## src/rtl/bridge_rx.sv

```systemverilog
`default_nettype none
// ============================================================================
//  Module   : bridge_rx
//  Brief    : Host-to-FPGA half of the UART bridge. Parses ASCII request
//             frames ('R'+4 hex addr, 'W'+4 hex addr+4 hex data, each ended
//             by CR or LF) and issues one bus transaction per valid frame.
//  Revision : 1.0 - initial release
// ============================================================================
module bridge_rx #(
   parameter int IDLE_TIMEOUT = 0   // max idle cycles inside a frame; 0 = never abort
) (
   input  logic        clk,
   input  logic        rst,
   input  logic [7:0]  data_i,
   input  logic        valid_i,
   output logic [15:0] addr_o,
   output logic [15:0] data_o,
   output logic        rw_o,
   output logic        valid_o
);

   // Counter only has to hold values up to IDLE_TIMEOUT-1.
   localparam int             CW          = (IDLE_TIMEOUT < 2) ? 1 : $clog2(IDLE_TIMEOUT);
   localparam logic [CW-1:0]  c_tmo_last  = CW'(IDLE_TIMEOUT - 1);
   localparam logic [7:0]     c_chr_r     = 8'h52;
   localparam logic [7:0]     c_chr_w     = 8'h57;
   localparam logic [7:0]     c_chr_cr    = 8'h0D;
   localparam logic [7:0]     c_chr_lf    = 8'h0A;

   typedef enum logic [1:0] {
      S_IDLE = 2'd0,
      S_ADDR = 2'd1,
      S_DATA = 2'd2
   } state_t;

   state_t          r_state;
   logic            r_rw_pend;     // frame type of the frame being parsed
   logic [2:0]      r_digits;      // hex digits received in the current field
   logic [15:0]     r_addr_sr;     // address shift register (never visible until emit)
   logic [15:0]     r_data_sr;     // data shift register (never visible until emit)
   logic [CW-1:0]   r_tmo;
   logic [15:0]     r_addr;
   logic [15:0]     r_data;
   logic            r_rw;
   logic            r_valid;

   logic            w_is_hex;
   logic [3:0]      w_nib;
   logic            w_is_term;
   logic            w_is_start;
   logic            w_tmo_en;

   assign w_is_term  = (data_i == c_chr_cr) || (data_i == c_chr_lf);
   assign w_is_start = (data_i == c_chr_r)  || (data_i == c_chr_w);
   assign w_tmo_en   = (IDLE_TIMEOUT != 0);

   // Decode an ASCII hex digit (either case) into a nibble.
   always_comb begin
      w_is_hex = 1'b0;
      w_nib    = 4'd0;
      if (data_i >= 8'h30 && data_i <= 8'h39) begin
         w_is_hex = 1'b1;
         w_nib    = data_i[3:0];
      end else if ((data_i >= 8'h41 && data_i <= 8'h46) ||
                   (data_i >= 8'h61 && data_i <= 8'h66)) begin
         w_is_hex = 1'b1;
         w_nib    = data_i[3:0] + 4'd9;
      end
   end

   // Frame parser, idle timeout and registered bus outputs.
   always_ff @(posedge clk) begin
      if (rst) begin
         r_state   <= S_IDLE;
         r_rw_pend <= 1'b0;
         r_digits  <= 3'd0;
         r_addr_sr <= 16'd0;
         r_data_sr <= 16'd0;
         r_tmo     <= '0;
         r_addr    <= 16'd0;
         r_data    <= 16'd0;
         r_rw      <= 1'b0;
         r_valid   <= 1'b0;
      end else begin
         r_valid <= 1'b0;
         if (valid_i) begin
            r_tmo <= '0;
            if (w_is_start) begin
               // A start byte always (re)starts a frame, discarding any partial one.
               r_state   <= S_ADDR;
               r_rw_pend <= (data_i == c_chr_w);
               r_digits  <= 3'd0;
               r_addr_sr <= 16'd0;
               r_data_sr <= 16'd0;
            end else begin
               case (r_state)
                  S_IDLE: begin
                     // Stray bytes, including the LF of a CR-LF pair, are ignored.
                  end
                  S_ADDR: begin
                     if (w_is_hex) begin
                        if (r_digits == 3'd4) begin
                           r_state <= S_IDLE;
                        end else begin
                           r_addr_sr <= {r_addr_sr[11:0], w_nib};
                           if (r_digits == 3'd3 && r_rw_pend) begin
                              r_state  <= S_DATA;
                              r_digits <= 3'd0;
                           end else begin
                              r_digits <= r_digits + 3'd1;
                           end
                        end
                     end else if (w_is_term && r_digits == 3'd4) begin
                        // Only a read can sit here with four digits; writes moved on to DATA.
                        r_addr  <= r_addr_sr;
                        r_data  <= 16'd0;
                        r_rw    <= 1'b0;
                        r_valid <= 1'b1;
                        r_state <= S_IDLE;
                     end else begin
                        r_state <= S_IDLE;
                     end
                  end
                  S_DATA: begin
                     if (w_is_hex) begin
                        if (r_digits == 3'd4) begin
                           r_state <= S_IDLE;
                        end else begin
                           r_data_sr <= {r_data_sr[11:0], w_nib};
                           r_digits  <= r_digits + 3'd1;
                        end
                     end else if (w_is_term && r_digits == 3'd4) begin
                        r_addr  <= r_addr_sr;
                        r_data  <= r_data_sr;
                        r_rw    <= 1'b1;
                        r_valid <= 1'b1;
                        r_state <= S_IDLE;
                     end else begin
                        r_state <= S_IDLE;
                     end
                  end
                  default: r_state <= S_IDLE;
               endcase
            end
         end else if (w_tmo_en && r_state != S_IDLE) begin
            // Abort when this idle cycle would bring the count to IDLE_TIMEOUT;
            // a byte arriving in this same cycle takes the branch above instead.
            if (r_tmo == c_tmo_last) begin
               r_state <= S_IDLE;
               r_tmo   <= '0;
            end else begin
               r_tmo <= r_tmo + 1'b1;
            end
         end
      end
   end

   assign addr_o  = r_addr;
   assign data_o  = r_data;
   assign rw_o    = r_rw;
   assign valid_o = r_valid;

endmodule
`default_nettype wire
```

## config.mk

```make
export PLATFORM = sky130hd
export DESIGN_NAME = bridge_rx
export DESIGN_NICKNAME = d
export VERILOG_FILES = /design/src/rtl/bridge_rx.sv
export SDC_FILE = /design/constraint.sdc
export NUM_CORES = 1
export LEC_CHECK = 0
export ABC_CLOCK_PERIOD_IN_PS = 6110
export BUFFER_PORTS_ARGS = -buffer_cell sky130_fd_sc_hd__buf_4
export CELL_PAD_IN_SITES_DETAIL_PLACEMENT = 1
export CELL_PAD_IN_SITES_GLOBAL_PLACEMENT = 2
export CORE_ASPECT_RATIO = 1.5
export CORE_MARGIN = 5
export CORE_UTILIZATION = 37
export CTS_CLUSTER_DIAMETER = 120
export CTS_CLUSTER_SIZE = 14
export DETAILED_ROUTE_END_ITERATION = 8
export PLACE_DENSITY = 0.82
export SLEW_MARGIN = 10
export SYNTH_ARGS = -nofsm -noshare
export SYNTH_HDL_FRONTEND = slang
export SYNTH_SLANG_ARGS = --single-unit
```

## constraint.sdc

```tcl
create_clock -name clk -period 6.11 [get_ports clk]
set_input_delay 1.5275 -clock clk [delete_from_list [all_inputs] [get_ports clk]]
set_output_delay 1.5275 -clock clk [all_outputs]
set_load 0.01 [all_outputs]
```

==> flow_metrics.tcl <==
set metrics [dict create \
    avgRoutedWirePerCell_um 16.7 \
    ios 45 \
    grt_pass1_vias 2797 \
    finalClockSkew_ns 0.00529 \
    areaGrowthSynthToFinish_pct 21.4 \
    cts.sinks 72 \
    leakagePower_nw 1.41 \
    min_period_over_period 0.537 \
    wl_mm 8.29 \
    drive_gt1_frac 0.205 \
    crit_fanout 8 \
    insertion_delay_ns 0.33 \
    firstDrtPassIters 4 \
    place.detailed.hpwl_mm 5.95 \
    hold_viol 0 \
    portBuffers 44 \
    synthCells 351 \
    path_class "in -> reg" \
    crit_start "data_i[0]" \
    reg2reg_from "r_state[0]$_SDFFE_PP0P_" \
    cts_tree "done" \
    die_w_um 85.4 \
    cts_made_buffers 9 \
    num_vias 2659 \
    coreArea_um2 8360 \
    cp.required_ns 6.32 \
    rows 41 \
    tightest_slew_ns 0.858 \
    ant_nets 0 \
    antenna_found_initial 0 \
    yosys_most_used_dff "dfxtp_1" \
    cts_resized 0 \
    synth.cell_area_um2 3150 \
    final_cell_area_um2 3830 \
    die_area_um2 10500 \
    drt_iter0_drc 89 \
    synth_nets 372 \
    min-delay-start "data_o[2]$_SDFFE_PP0P_" \
    syn_avg_cell_area_um2 8.99 \
    ys_seq_area_frac 0.457 \
    cts-root-buf "clkbuf_16" \
    async_flop_share 0 \
    cp-start-kind "primary input" \
    cts_setup_buffers 0 \
    fmax_mhz 305 \
    drc 0 \
    place_congestion 0.847 \
    grt_pass1_wl_mm 13.6 \
    grt_max_degree 51 \
    cts.path.max_buffers 2 \
    hold_class "reg -> reg" \
    path_clk_slew_ns 0.05 \
    track_usage 0.166 \
    slew_headroom 0.428 \
    max-vdd-ir-drop_uv 249 \
    viasPerCell 5.35 \
    ys_ff_latch 72 \
    status "finished clean" \
    fin_nets 406 \
    cts_hold_buf 0 \
    start_util 0.377 \
    end_kind "register" \
    grt-ovfl-total 0 \
    setup_viol 0 \
    die_y_um 123 \
    setup_tns_ns 0 \
    slew_viol_final 0 \
    antenna_cells 0 \
    fin_crit_ns 3.28 \
    timing.max_cap.violations 0 \
    cts_max_level 3 \
    critical_path_arrival_ns 3.50 \
    synth_cell_types 55 \
    rsz0062_at_grt "no" \
    ys_warn_count 0 \
    powerDensity_nw_per_um2 274 \
    dpl-instance-area_um2 3510 \
    synth-edff-count 0 \
]
[placed cells by master (no fill, tap or decap), drive strengths merged, types with 5 or more instances in the layout]
| cell | count |
|---|---|
| mux2i | 8 |
| inv | 10 |
| o21ai | 8 |
| nor4 | 5 |
| nand3 | 25 |
| dfxtp | 72 |
| a22o | 12 |
| clkbuf | 14 |
| o2111ai | 5 |
| o31ai | 7 |
| nand2 | 67 |
| nor2 | 10 |
| ha | 10 |
| a21oi | 43 |
| buf | 44 |
[registers in the layout, indices dropped and copies added, names as in the netlist]
| name | count |
|---|---|
| r_state | 2 |
| r_rw_pend | 1 |
| data_o | 16 |
| addr_o | 16 |
| r_data_sr | 16 |
| rw_o | 1 |
| r_digits | 3 |
| valid_o | 1 |
| r_addr_sr | 16 |
[final cells by class]
class | instances | area, µm²
Tap cell | 107 | 134
Inverter | 11 | 41.3
Sequential cell | 72 | 1440
Timing Repair Buffer | 44 | 330
Clock inverter | 2 | 35.0
Fill cell | 971 | 4530
Multi-Input combinational cell | 247 | 1560
Clock buffer | 14 | 284
[worst max-delay path, stage by stage]
cell and delay (ns):
buf_4 0.13, inv_1 0.11, ha_1 0.18, mux2i_1 0.20, or4_1 0.70, o21ai_2 0.26, mux2_2 0.39
[power by group]
group          switching [W]  total (W)  internal (W)
sequential      0.0000000450   0.000470      0.000470
combinational      0.0000255  0.0000374     0.0000120
clock               0.000184   0.000544      0.000360
[path summary, 6_finish.rpt]
path                                             endpoint  slack, ns  cells past startpoint
worst max-delay path            r_addr_sr[3]$_SDFFE_PP0P_       2.83                      7
worst min-delay path               data_o[2]$_SDFFE_PP0P_       0.45                      2
worst max register to register     data_o[3]$_SDFFE_PP0P_       3.57                      7
worst min register to register     data_o[2]$_SDFFE_PP0P_       0.45                      2
[cell usage after synthesis, types with 2 or more instances]
master / instances / area share
o31ai_1: 6 / 0.014
or3_1: 2 / 0.0040
o2111ai_1: 5 / 0.014
a21oi_1: 41 / 0.065
o21ai_0: 6 / 0.0095
o22ai_1: 2 / 0.0040
nand4bb_1: 2 / 0.0071
buf_6: 3 / 0.011
and2_1: 3 / 0.0060
or2_2: 2 / 0.0040
nor2b_1: 4 / 0.0079
nor3_1: 2 / 0.0032
clkbuf_1: 12 / 0.014
mux2_2: 3 / 0.011
a31o_2: 2 / 0.0056
a22o_1: 12 / 0.033
nand2_1: 67 / 0.080
ha_1: 10 / 0.040
or4_1: 2 / 0.0048
nor2_1: 10 / 0.012
a211oi_1: 2 / 0.0048
mux2i_1: 8 / 0.025
a211o_1: 2 / 0.0056
inv_1: 10 / 0.012
nor4_1: 4 / 0.0079
nand3_1: 24 / 0.038
nand4b_1: 2 / 0.0056
buf_2: 5 / 0.0079
dfxtp_1: 72 / 0.46
[through the flow]
step	hold WS, ns	std cells	utilization	total power [W]	setup slack [ns]
global placement	0.440	481	0.420	0.000517	2.49
CTS	0.452	497	0.458	0.00107	2.81
global route	0.474	497	0.458	0.00109	2.64
detailed placement	0.444	481	0.420	0.000518	2.47
finish	0.451	497	0.458	0.00105	2.83
floorplan	0.432	351	-	0.000504	2.96
[routing by layer]
layer  share of wire  up-vias  GRT usage
met5               0        -          0
met4           0.028        0     0.0812
met3           0.037       13     0.0433
met2            0.53       51      0.304
met1            0.40     1278      0.175
li1                -     1317          -
[logic make-up (layout without fill, tap and decap cells)]
group                      Yosys count  after routing  synth area share
DFF                                 72             72             0.457
buffers and inverters               32             71            0.0472
and+or+nand+nor                    135            135             0.220
muxes                               11             11            0.0361
adders and majority gates           10             10            0.0397
AOI/OAI and AO/OA                   91             91             0.200
Note: power is estimated with default switching activity, not from simulation.
